$ cat src/rtl/axi4_master_bridge.sv
// Single-outstanding AXI4 master: turns a valid/ready memory request into one AR/R burst or one AW/W/B write.
// Optional response checker (rid/bid/rlast) is enabled by defining AXI4_MASTER_RCHK_EN.
module axi4_master_bridge #(
  parameter logic [3:0] AXI_ID     = 4'h0,
  parameter logic       WRAP_BURST = 1'b1
) (
  input  logic        clock,
  input  logic        reset,
  input  logic        req_valid,
  output logic        req_ready,
  input  logic        req_wen,
  input  logic [31:0] req_addr,
  input  logic [2:0]  req_size,
  input  logic [7:0]  req_len,
  input  logic [31:0] req_wdata,
  input  logic [3:0]  req_wstrb,
  output logic        resp_valid,
  input  logic        resp_ready,
  output logic [31:0] resp_rdata,
  output logic        resp_last,
  output logic        resp_err,
  output logic        io_master_awvalid,
  input  logic        io_master_awready,
  output logic [31:0] io_master_awaddr,
  output logic [3:0]  io_master_awid,
  output logic [7:0]  io_master_awlen,
  output logic [2:0]  io_master_awsize,
  output logic [1:0]  io_master_awburst,
  output logic        io_master_wvalid,
  input  logic        io_master_wready,
  output logic [31:0] io_master_wdata,
  output logic [3:0]  io_master_wstrb,
  output logic        io_master_wlast,
  input  logic        io_master_bvalid,
  output logic        io_master_bready,
  input  logic [1:0]  io_master_bresp,
  input  logic [3:0]  io_master_bid,
  output logic        io_master_arvalid,
  input  logic        io_master_arready,
  output logic [31:0] io_master_araddr,
  output logic [3:0]  io_master_arid,
  output logic [7:0]  io_master_arlen,
  output logic [2:0]  io_master_arsize,
  output logic [1:0]  io_master_arburst,
  input  logic        io_master_rvalid,
  output logic        io_master_rready,
  input  logic [1:0]  io_master_rresp,
  input  logic [31:0] io_master_rdata,
  input  logic        io_master_rlast,
  input  logic [3:0]  io_master_rid,
  output logic [2:0]  o_dbg_state
);

  typedef enum logic [2:0] {
    S_IDLE = 3'd0,
    S_AR   = 3'd1,
    S_R    = 3'd2,
    S_AW_W = 3'd3,
    S_B    = 3'd4
  } state_t;

  state_t      r_state;
  logic [31:0] r_addr;
  logic [31:0] r_wdata;
  logic [7:0]  r_len;
  logic [7:0]  r_beat_cnt;
  logic [2:0]  r_size;
  logic [3:0]  r_wstrb;
  logic [1:0]  r_arburst;
  logic        r_arvalid;
  logic        r_awvalid;
  logic        r_wvalid;

  logic w_wrap_len;
  logic w_last_beat;
  logic w_r_hs;
  logic w_b_hs;
  logic w_aw_done;
  logic w_w_done;
  logic w_fault;

  // WRAP is only legal for 2/4/8/16 beats; anything else falls back to INCR.
  assign w_wrap_len  = WRAP_BURST && ((req_len == 8'd1) || (req_len == 8'd3) ||
                                      (req_len == 8'd7) || (req_len == 8'd15));
  assign w_last_beat = (r_beat_cnt == 8'd0);
  assign w_r_hs      = (r_state == S_R) && io_master_rvalid && resp_ready;
  assign w_b_hs      = (r_state == S_B) && io_master_bvalid && resp_ready;
  assign w_aw_done   = !r_awvalid || io_master_awready;
  assign w_w_done    = !r_wvalid || io_master_wready;

`ifdef AXI4_MASTER_RCHK_EN
  logic r_chk_fault;

  assign w_fault = ((r_state == S_R) && io_master_rvalid &&
                    ((io_master_rid != AXI_ID) || (io_master_rlast != w_last_beat))) ||
                   ((r_state == S_B) && io_master_bvalid && (io_master_bid != AXI_ID));

  always_ff @(posedge clock or negedge reset) begin
    if (!reset) r_chk_fault <= 1'b0;
    else        r_chk_fault <= r_chk_fault | w_fault;
  end

`ifndef SYNTHESIS
  always_ff @(posedge clock) begin
    if (reset && w_fault) $error("axi4_master_bridge: response id/rlast fault");
  end
`endif
`else
  logic w_unused_chk;
  assign w_fault      = 1'b0;
  assign w_unused_chk = ^{io_master_rid, io_master_bid, io_master_rlast};
`endif

  always_ff @(posedge clock or negedge reset) begin
    if (!reset) begin
      r_state    <= S_IDLE;
      r_addr     <= 32'd0;
      r_wdata    <= 32'd0;
      r_len      <= 8'd0;
      r_beat_cnt <= 8'd0;
      r_size     <= 3'd0;
      r_wstrb    <= 4'd0;
      r_arburst  <= 2'd0;
      r_arvalid  <= 1'b0;
      r_awvalid  <= 1'b0;
      r_wvalid   <= 1'b0;
    end else begin
      case (r_state)
        S_IDLE: begin
          if (req_valid) begin
            r_addr    <= req_addr;
            r_size    <= req_size;
            r_len     <= req_len;
            r_wdata   <= req_wdata;
            r_wstrb   <= req_wstrb;
            r_arburst <= w_wrap_len ? 2'b10 : 2'b01;
            if (req_wen) begin
              r_awvalid <= 1'b1;
              r_wvalid  <= 1'b1;
              r_state   <= S_AW_W;
            end else begin
              r_arvalid <= 1'b1;
              r_state   <= S_AR;
            end
          end
        end
        S_AR: begin
          if (io_master_arready) begin
            r_arvalid  <= 1'b0;
            r_beat_cnt <= r_len;
            r_state    <= S_R;
          end
        end
        S_R: begin
          // Our own beat counter ends the burst; rlast is only consulted by the checker.
          if (w_r_hs) begin
            if (w_last_beat) r_state <= S_IDLE;
            else             r_beat_cnt <= r_beat_cnt - 8'd1;
          end
        end
        S_AW_W: begin
          if (io_master_awready) r_awvalid <= 1'b0;
          if (io_master_wready)  r_wvalid  <= 1'b0;
          if (w_aw_done && w_w_done) r_state <= S_B;
        end
        S_B: begin
          if (w_b_hs) r_state <= S_IDLE;
        end
        default: r_state <= S_IDLE;
      endcase
    end
  end

  assign req_ready         = (r_state == S_IDLE);
  assign o_dbg_state       = r_state;

  assign io_master_arvalid = r_arvalid;
  assign io_master_araddr  = r_addr;
  assign io_master_arid    = AXI_ID;
  assign io_master_arlen   = r_len;
  assign io_master_arsize  = r_size;
  assign io_master_arburst = r_arburst;

  assign io_master_awvalid = r_awvalid;
  assign io_master_awaddr  = r_addr;
  assign io_master_awid    = AXI_ID;
  assign io_master_awlen   = 8'd0;
  assign io_master_awsize  = r_size;
  assign io_master_awburst = 2'b01;

  assign io_master_wvalid  = r_wvalid;
  assign io_master_wdata   = r_wdata;
  assign io_master_wstrb   = r_wstrb;
  assign io_master_wlast   = 1'b1;

  // Handshake: a beat moves when valid and ready are both high at a rising clock edge;
  // the response side has no buffering, so resp_ready is passed straight to rready/bready.
  assign io_master_rready  = (r_state == S_R) && resp_ready;
  assign io_master_bready  = (r_state == S_B) && resp_ready;

  always_comb begin
    resp_valid = 1'b0;
    resp_rdata = 32'd0;
    resp_last  = 1'b0;
    resp_err   = 1'b0;
    case (r_state)
      S_R: begin
        resp_valid = io_master_rvalid;
        resp_rdata = io_master_rdata;
        resp_last  = w_last_beat;
        resp_err   = (io_master_rresp != 2'b00) || w_fault;
      end
      S_B: begin
        resp_valid = io_master_bvalid;
        resp_last  = 1'b1;
        resp_err   = (io_master_bresp != 2'b00) || w_fault;
      end
      default: ;
    endcase
  end

endmodule

$ cat config.mk
export PLATFORM = sky130hd
export DESIGN_NAME = axi4_master_bridge
export DESIGN_NICKNAME = d
export VERILOG_FILES = /design/src/rtl/axi4_master_bridge.sv
export SDC_FILE = /design/constraint.sdc
export NUM_CORES = 1
export LEC_CHECK = 0
export CELL_PAD_IN_SITES_DETAIL_PLACEMENT = 1
export CELL_PAD_IN_SITES_GLOBAL_PLACEMENT = 2
export CORE_MARGIN = 4
export CORE_UTILIZATION = 20
export CTS_CLUSTER_DIAMETER = 40
export CTS_CLUSTER_SIZE = 10
export DETAILED_ROUTE_END_ITERATION = 8
export PLACE_DENSITY_LB_ADDON = 0.1
export SLEW_MARGIN = 20
export SYNTH_ARGS = -nofsm -noshare
export SYNTH_HDL_FRONTEND = slang
export SYNTH_SLANG_ARGS = --single-unit
$ cat constraint.sdc
create_clock -name clock -period 2.2 [get_ports clock]
set_clock_uncertainty 0.05 [all_clocks]
set_input_delay 0.44 -clock clock [delete_from_list [all_inputs] [get_ports clock]]
set_output_delay 0.44 -clock clock [all_outputs]
set_load 0.03 [all_outputs]
# ---- Word-level counts from Yosys, hierarchy flattened
# Index checks and enable logic that the tools add are counted.
dict set report totals {
  ff_bits 95
  inputBits 134
  output_inout_bits 179
}
dict set report op_classes {
  addsub 1
  eq_ne 19
  mux 27
  reduce_logical 27
}
# cell count
set ops {}
lappend ops {{32-bit 2-to-1 mux} 1}
lappend ops {{8-bit 2-to-1 mux} 3}
lappend ops {{2-bit != test, second input constant} 10}
lappend ops {{3-bit 2-to-1 mux} 6}
lappend ops {{8-bit case mux with 2 select lines} 1}
lappend ops {{4-bit AND reduction} 4}
lappend ops {{3-bit case mux with 5 select lines} 1}
lappend ops {{1-bit case mux with 2 select lines} 6}
lappend ops {{2-bit nonzero test} 5}
lappend ops {{8-bit by 1-bit == test with 1-bit output, second input constant} 1}
lappend ops {{8-bit by 2-bit == test with 1-bit output, second input constant} 1}
lappend ops {{8-bit by 3-bit == test with 1-bit output, second input constant} 1}
lappend ops {{8-bit by 4-bit == test with 1-bit output, second input constant} 1}
lappend ops {{8-bit zero test} 1}
lappend ops {{8-bit by 1-bit subtractor with 8-bit output, second input constant} 1}
lappend ops {{1-bit logical AND} 7}
lappend ops {{1-bit 2-to-1 mux} 7}
lappend ops {{3-bit by 2-bit == test with 1-bit output, second input constant} 2}
lappend ops {{6-bit AND reduction} 1}
lappend ops {{1-bit logical OR} 5}
lappend ops {{2-bit 2-to-1 mux} 2}
lappend ops {{3-bit by 1-bit == test with 1-bit output, second input constant} 1}
lappend ops {{3-bit == test, second input constant} 1}
lappend ops {{3-bit zero test} 1}
lappend ops {{other kinds (3)} 4}

# ---- Longest topological paths before layout
# Gate-level depths: netlist of the first run.
dict set report depth {
  ltp_word 5
  mapped_depth 6
}

# ---- Least setup slack after synthesis of the first run
# Ideal clock, no wire load.
dict set report synth_path {
  path_type {register -> output}
  startpoint {reg r_state[2] (netlist: o_dbg_state[2])}
  endpoint {out resp_err}
  arrival_time_ps 1639
  required_ps 1710
  slack_ps 71
  path_stages_with_launch 5
  n_path_buf 1
  path_cell_list {dfrtp_1 clkbuf_1 nor2b_1 o21ai_0 a21oi_1}
}
dict set report synth_between {
  elab_chain_cells 2
  elab_cells_between_ends 3
  cone_classes {2 x eq/ne; 1 x mux}
}
# element line_no
set synth_lines {}
lappend synth_lines {{start: declaration} 62} ;# state_t r_state;
lappend synth_lines {{start signal: assignment} 116} ;# r_state <= S_IDLE;
lappend synth_lines {{start signal: assignment} 140} ;# r_state <= S_AW_W;
lappend synth_lines {{start signal: assignment} 143} ;# r_state <= S_AR;
lappend synth_lines {{3-bit == test or 3-bit by 2-bit == test with 1-bit output (tied branches)} 206} ;# case (r_state)
lappend synth_lines {{1-bit case mux with 2 select lines (*)} 206}
lappend synth_lines {{end: declaration} 21} ;# output logic resp_err,
# Mark *: on every way between the ends. The rest lies on a longest branch, timed or not.

# ---- Worst setup path after layout of the first run
dict set report layout_path {
  startpoint {reg r_beat_cnt[0]}
  endpoint {out resp_last}
}
dict set report layout_between {
  elab_chain_cells 2
}
# element line_no
set layout_lines {}
lappend layout_lines {{start: declaration} 66} ;# logic [7:0] r_beat_cnt;
lappend layout_lines {{start signal: assignment} 150} ;# r_beat_cnt <= r_len;
lappend layout_lines {{start signal: assignment} 158} ;# else r_beat_cnt <= r_beat_cnt - 8'd1;
lappend layout_lines {{8-bit zero test} 85} ;# assign w_last_beat = (r_beat_cnt == 8'd0);
lappend layout_lines {{1-bit case mux with 2 select lines} 206}
lappend layout_lines {{end: declaration} 20} ;# output logic resp_last,
# Every way passes these cells.

==> results.yml, run 1 <==
status:
  status: "finished clean"
pwr:
  power_leakage_nw: 3.47
  powerDensity_nw_per_um2: 1680
  peakVddDrop_mv: 0.744
clock_tree:
  cts.clk_slew.worst_paths_ns: 0.07
  insertion_delay_ns: 0.34
  cts_tree: "done"
  clockBufferDepth: 2
  clock-sinks: 95
  cts_made_buffers: 9
  htree_num_levels: 3
  root_buffer: "clkbuf_16"
drt:
  wl_met2_um: 8400
  wl_per_cell_um: 17.2
  drt-vias-per-instance: 4.13
  wl_met1_um: 6240
  drt_iter0_markers: 100
  routed-wl-met3_um: 1780
  wl_um: 16600
  ant_nets: 0
  vias: 3977
  drc: 0
  dr.max_layer_used: "met4"
  firstDrtPassIters: 4
timing:
  setup_viol: 0
  finalHoldViolCount: 0
  slew_violations: 0
  period_needed_ns: 2.18
  max_clock_freq_mhz: 459
  worst_slack_ns: 0.0195
  fin_setup_tns_ns: 0
  fin_crit_sh_pct: 99.1
  grt_setup_unrepaired: "yes"
floorplanning:
  dieArea_sq_um: 25600
  fp.dieW_um: 160
  core_area_sq_um: 22700
  die_h_um: 160
  row_count: 55
  pin_count: 313
  start_util_pct: 20.3
placement:
  portBuffers: 284
  placed_area_sq_um: 7580
  place_ws_ns: -0.0617
  place_congestion: 0.757
  dp_cells: 935
  hpwl_um: 12700
logic_synthesis:
  synth_warnings: 0
  async_flop_share_pct: 100
  synth_top_area_share_pct: 51.5
  synth_flop_cell: "dfrtp_1"
  netlist_top_cells_area: "dfrtp_1, mux2_2, buf_4"
  ys_ff_latch: 95
  synth_cell_type_count: 37
  syn_avg_cell_area_sq_um: 11.7
  synthTopCellsByCount: "dfrtp_1, mux2_2, buf_4, and2_1, nand2_1"
  synth_area_sq_um: 4620
  yosysMostFrequentCell: "dfrtp_1"
  yosys.area.top_type: "dfrtp_1"
  synth_edf_count: 0
  syn_inst: 395
  synth-seq-area-share_pct: 51.5
setup_path:
  cp-start-kind: "flip-flop"
  worst-path-max-fanout: 5
  worstPathRequired_ns: 1.71
  cp-end-kind: "output port"
  critical_path_class: "reg2out"
  worstPathArrival_ns: 1.69
global_route:
  grt_max_degree: 44
  grt_util_all_layers_pct: 12.2
  grt_pass1_wl_um: 25100
  antenna_found_initial: 0
  grt_pass1_vias: 4442
  gr-total-overflow: 0
cells_and_area:
  n_antenna_cell: 0
  layout.cells.non_filler: 962
  n_fill_cell: 2423
  design_area_sq_um: 8270
  drive_gt1_share_pct: 31.5
  synthToLayoutAreaGrowth_pct: 79.1
  fin_nets: 807
  postLayoutCoreUtil_pct: 36.4
hold_path:
  hp-class: "in2async"
job:
  drv_cap: 0
## final cells by class
class	instances	area [sq um]	share of cell area (%)
clock buffers	10	239	2.89
clock inverters	6	67.6	0.817
inverters	9	33.8	0.408
multi-input cells	237	1910	23.1
flip-flops and latches	95	2380	28.8
well taps	285	357	4.31
repair buffers	320	3280	39.7
## worst paths after layout
path,slack (ns),depth (start not counted),startpoint,to
max,0.02,7,r_beat_cnt[0],resp_last
min,0.43,2,reset,io_master_araddr[9]
max reg2reg,0.24,9,r_beat_cnt[0],r_beat_cnt[4]
min reg2reg,0.43,1,io_master_arburst[1],io_master_arburst[1]
max in group asynchronous,1.03,3,reset,io_master_araddr[27]
min in group clock,0.43,1,io_master_arburst[1],io_master_arburst[1]
## kinds of logic (layout without fill, tap and decap cells)
logic type / after synthesis / in the layout / share of synthesized area (%)
AND/OR/NAND/NOR: 98 / 98 / 11.8
multiplexers: 80 / 80 / 19.5
adder cells (fa/ha/maj): 1 / 1 / 0.271
AO/OA/AOI/OAI: 39 / 39 / 5.66
other: 2 / 19 / 0.163
buffers and inverters: 80 / 345 / 11.2
flip-flops: 95 / 95 / 51.5
## where the power goes
group	internal (mW)	switching, mW
Combinational	4.25	4.75
Clock	0.922	0.712
Sequential	2.62	0.672
## sequential cells by signal, indices dropped and copies added, names as in the netlist
| signal | cells |
|---|---|
| r_beat_cnt | 8 |
| io_master_arlen | 8 |
| o_dbg_state | 3 |
| io_master_wdata | 32 |
| io_master_arsize | 3 |
| io_master_awvalid | 1 |
| io_master_araddr | 32 |
| io_master_arvalid | 1 |
| io_master_arburst | 2 |
| io_master_wvalid | 1 |
| io_master_wstrb | 4 |
## placed cells by master (no fill, tap or decap), types with 11 or more instances in the layout
cell,count
buf_4,27
dfrtp_1,93
o21ai_0,11
nor2_1,17
clkbuf_16,11
and2_4,32
clkdlybuf4s50_1,244
conb_1,19
nand2_1,18
buf_6,36
mux2_2,79
## per-layer routing
layer | up-vias | track usage [%]
li1 | 1831 | -
met4 | 0 | 3.75
met5 | - | 0
met3 | 10 | 5.63
met2 | 200 | 21.0
met1 | 1936 | 13.6
## worst max-delay path: stages (launching register included)
cell and delay [ns]:
dfrtp_1 0.41, inv_2 0.08, ha_4 0.14, nor4b_4 0.21, buf_4 0.17, a31oi_1 0.07
nor2_1 0.10, buf_4 0.17
## what timing repair did
action	4_1_cts	5_1_grt
gates resized for setup	22	56
pin swaps	1	24
endpoints found under the setup margin	36	36
gates cloned	0	5
hold endpoints to repair	12	0
hold buffers	1	0
buffers inserted	0	5
## metrics by stage
| step | hold slack (ns) | power, mW |
|---|---|---|
| floorplan | 0.0944 | 8.36 |
| global placement | 0.262 | 11.6 |
| detailed placement | 0.265 | 11.7 |
| CTS | 0.419 | 13.5 |
| global route | 0.437 | 14.7 |
| finish | 0.433 | 13.9 |
Power figures use the tool's default switching activity.
==> run 2, diff against run 1 <==
--- a/config.mk
+++ b/config.mk
@@ -7,7 +7,7 @@
 export LEC_CHECK = 0
 export CELL_PAD_IN_SITES_DETAIL_PLACEMENT = 1
 export CELL_PAD_IN_SITES_GLOBAL_PLACEMENT = 2
-export CORE_MARGIN = 4
+export CORE_MARGIN = 2
 export CORE_UTILIZATION = 20
 export CTS_CLUSTER_DIAMETER = 40
 export CTS_CLUSTER_SIZE = 10
==> results.yml, run 2 (synthesis gave the netlist of run 1 again) <==
cells_and_area:
  synthToLayoutAreaGrowth_pct: 73.2
  multi_input_area_sq_um: 1840
  n_antenna_cell: 0
  final_common_cell: "clkdlybuf4s50_1"
  drive_gt1_share_pct: 27.1
  n_fill_cell: 2496
  design_area_sq_um: 8000
  fin_nets: 807
  layout.cells.non_filler: 961
  final_cell_mix: "clkdlybuf4s50_1, dfrtp_1, mux2_2, buf_4, and2_1"
  seq_area_sq_um: 2380
placement:
  dp_cells: 934
  portBuffers: 284
  place_congestion: 0.734
  placed_area_sq_um: 7570
  hpwl_um: 12400
clock_tree:
  cts_tree: "done"
  root_buffer: "clkbuf_16"
  insertion_delay_ns: 0.35
  clock-sinks: 95
  htree_num_levels: 3
  cts_made_buffers: 9
  cts.clk_slew.worst_paths_ns: 0.07
  clockBufferDepth: 2
setup_path:
  cp-end-kind: "output port"
  path_buf_inv: 3
  max_stage_delay_ns: 0.46
  worstPathArrival_ns: 1.64
  cp-start-kind: "flip-flop"
  critical_path_class: "reg2out"
  worst-path-max-fanout: 21
  path_depth: 5
  worst_path_max_delay_cell: "dfrtp_2"
  worstPathRequired_ns: 1.71
  crit_chain: "nor3b_4 > buf_6 > clkbuf_16 > and2_1 > buf_4"
  crit_family: "buffers and inverters"
  reg2regPathDepth: 5
timing:
  tightest_slew_ns: 0.558
  setup_viol: 0
  slew_violations: 0
  finalHoldViolCount: 0
  slew_headroom_pct: 62.8
  fin_crit_sh_pct: 97.0
  whs_ns: 0.0302
  max_clock_freq_mhz: 469
  period_needed_ns: 2.13
pwr:
  power_leakage_nw: 3.35
  powerDensity_nw_per_um2: 1660
  peakVddDrop_mv: 0.674
global_route:
  antenna_found_initial: 1
  gr-total-overflow: 0
  grt_pass1_vias: 4210
  grt_util_all_layers_pct: 12.7
  grt_pass1_wl_um: 23900
  grt_max_degree: 44
floorplanning:
  pin_count: 313
  fp.dieW_um: 156
  core_area_sq_um: 22600
  start_util_pct: 20.4
  dieArea_sq_um: 24300
  die_h_um: 156
  row_count: 55
drt:
  wl_um: 15900
  firstDrtPassIters: 4
  drc: 0
  drt_iter0_markers: 87
  ant_nets: 0
  vias: 3974
  wl_per_cell_um: 16.6
  drt-vias-per-instance: 4.14
hold_path:
  hp-class: "in2async"
status:
  status: "finished clean"
job:
  drv_cap: 0
==> run 2: changes by cell type in the layout (fill, tap and decap cells not counted), sizes merged <==
cell           delta
inv               -1
clkinv            +1
dlygate4sd2       -1
dlygate4sd3       -1
buf               +1
clkdlybuf4s50     +1
bufinv            -1
==> run 2: worst paths after layout <==
| check | from | end | slack, ns |
|---|---|---|---|
| setup reg to reg | o_dbg_state[2] | io_master_wdata[9] | 0.22 |
| setup / recovery | o_dbg_state[1] | resp_rdata[17] | 0.07 |
| hold reg to reg | io_master_arburst[1] | io_master_arburst[1] | 0.44 |
| min in group clock | io_master_arburst[1] | io_master_arburst[1] | 0.44 |
| max in group asynchronous | reset | io_master_arlen[3] | 1.40 |
| hold / removal | reset | io_master_araddr[13] | 0.03 |
==> run 2: power breakdown <==
part	leakage (nW)	total, mW	internal [mW]	switching [mW]
sequential	1.11	3.32	2.63	0.692
combinational	2.12	8.52	3.90	4.62
clock	0.129	1.47	0.764	0.703
total	3.35	13.3	7.29	6.02
==> run 2: area by class of cell <==
cell class / instances / area share (%)
Sequential cell: 95 / 29.8
Tap cell: 285 / 4.46
Multi-Input combinational cell: 237 / 23.0
Timing Repair Buffer: 320 / 39.1
Inverter: 9 / 0.422
Clock inverter: 5 / 0.438
Clock buffer: 10 / 2.86
==> run 2: routing by layer <==
metal  vias up  GRT usage, %  share of wire, %  wire (um)
met5         -             0             0.082         13
met4         2          3.28              0.81        129
met3         9          6.08                11       1790
met2       181          22.4                51       8130
met1      1949          13.6                37       5880
li1       1833             -                 -          -
==> run 2: timing repair <==
action / in CTS / in global routing
resized for setup: 8 / 7
pin swaps: 0 / 2
cloned: 0 / 1
setup endpoints to repair: 38 / 35
setup buffers: 1 / 10
hold buffers: 0 / 0
==> run 2: per-stage QoR <==
stage	total power [mW]	utilization [%]	setup WS [ns]	TNS, ns
floorplan	8.36	-	0.0711	0
global placement	11.6	33.4	-0.0336	-1.01
detailed placement	11.7	33.4	-0.0839	-3.44
CTS	13.3	34.7	-0.0116	-0.0191
global route	14.1	35.3	-0.0230	-0.323
finish	13.3	35.3	0.0671	0
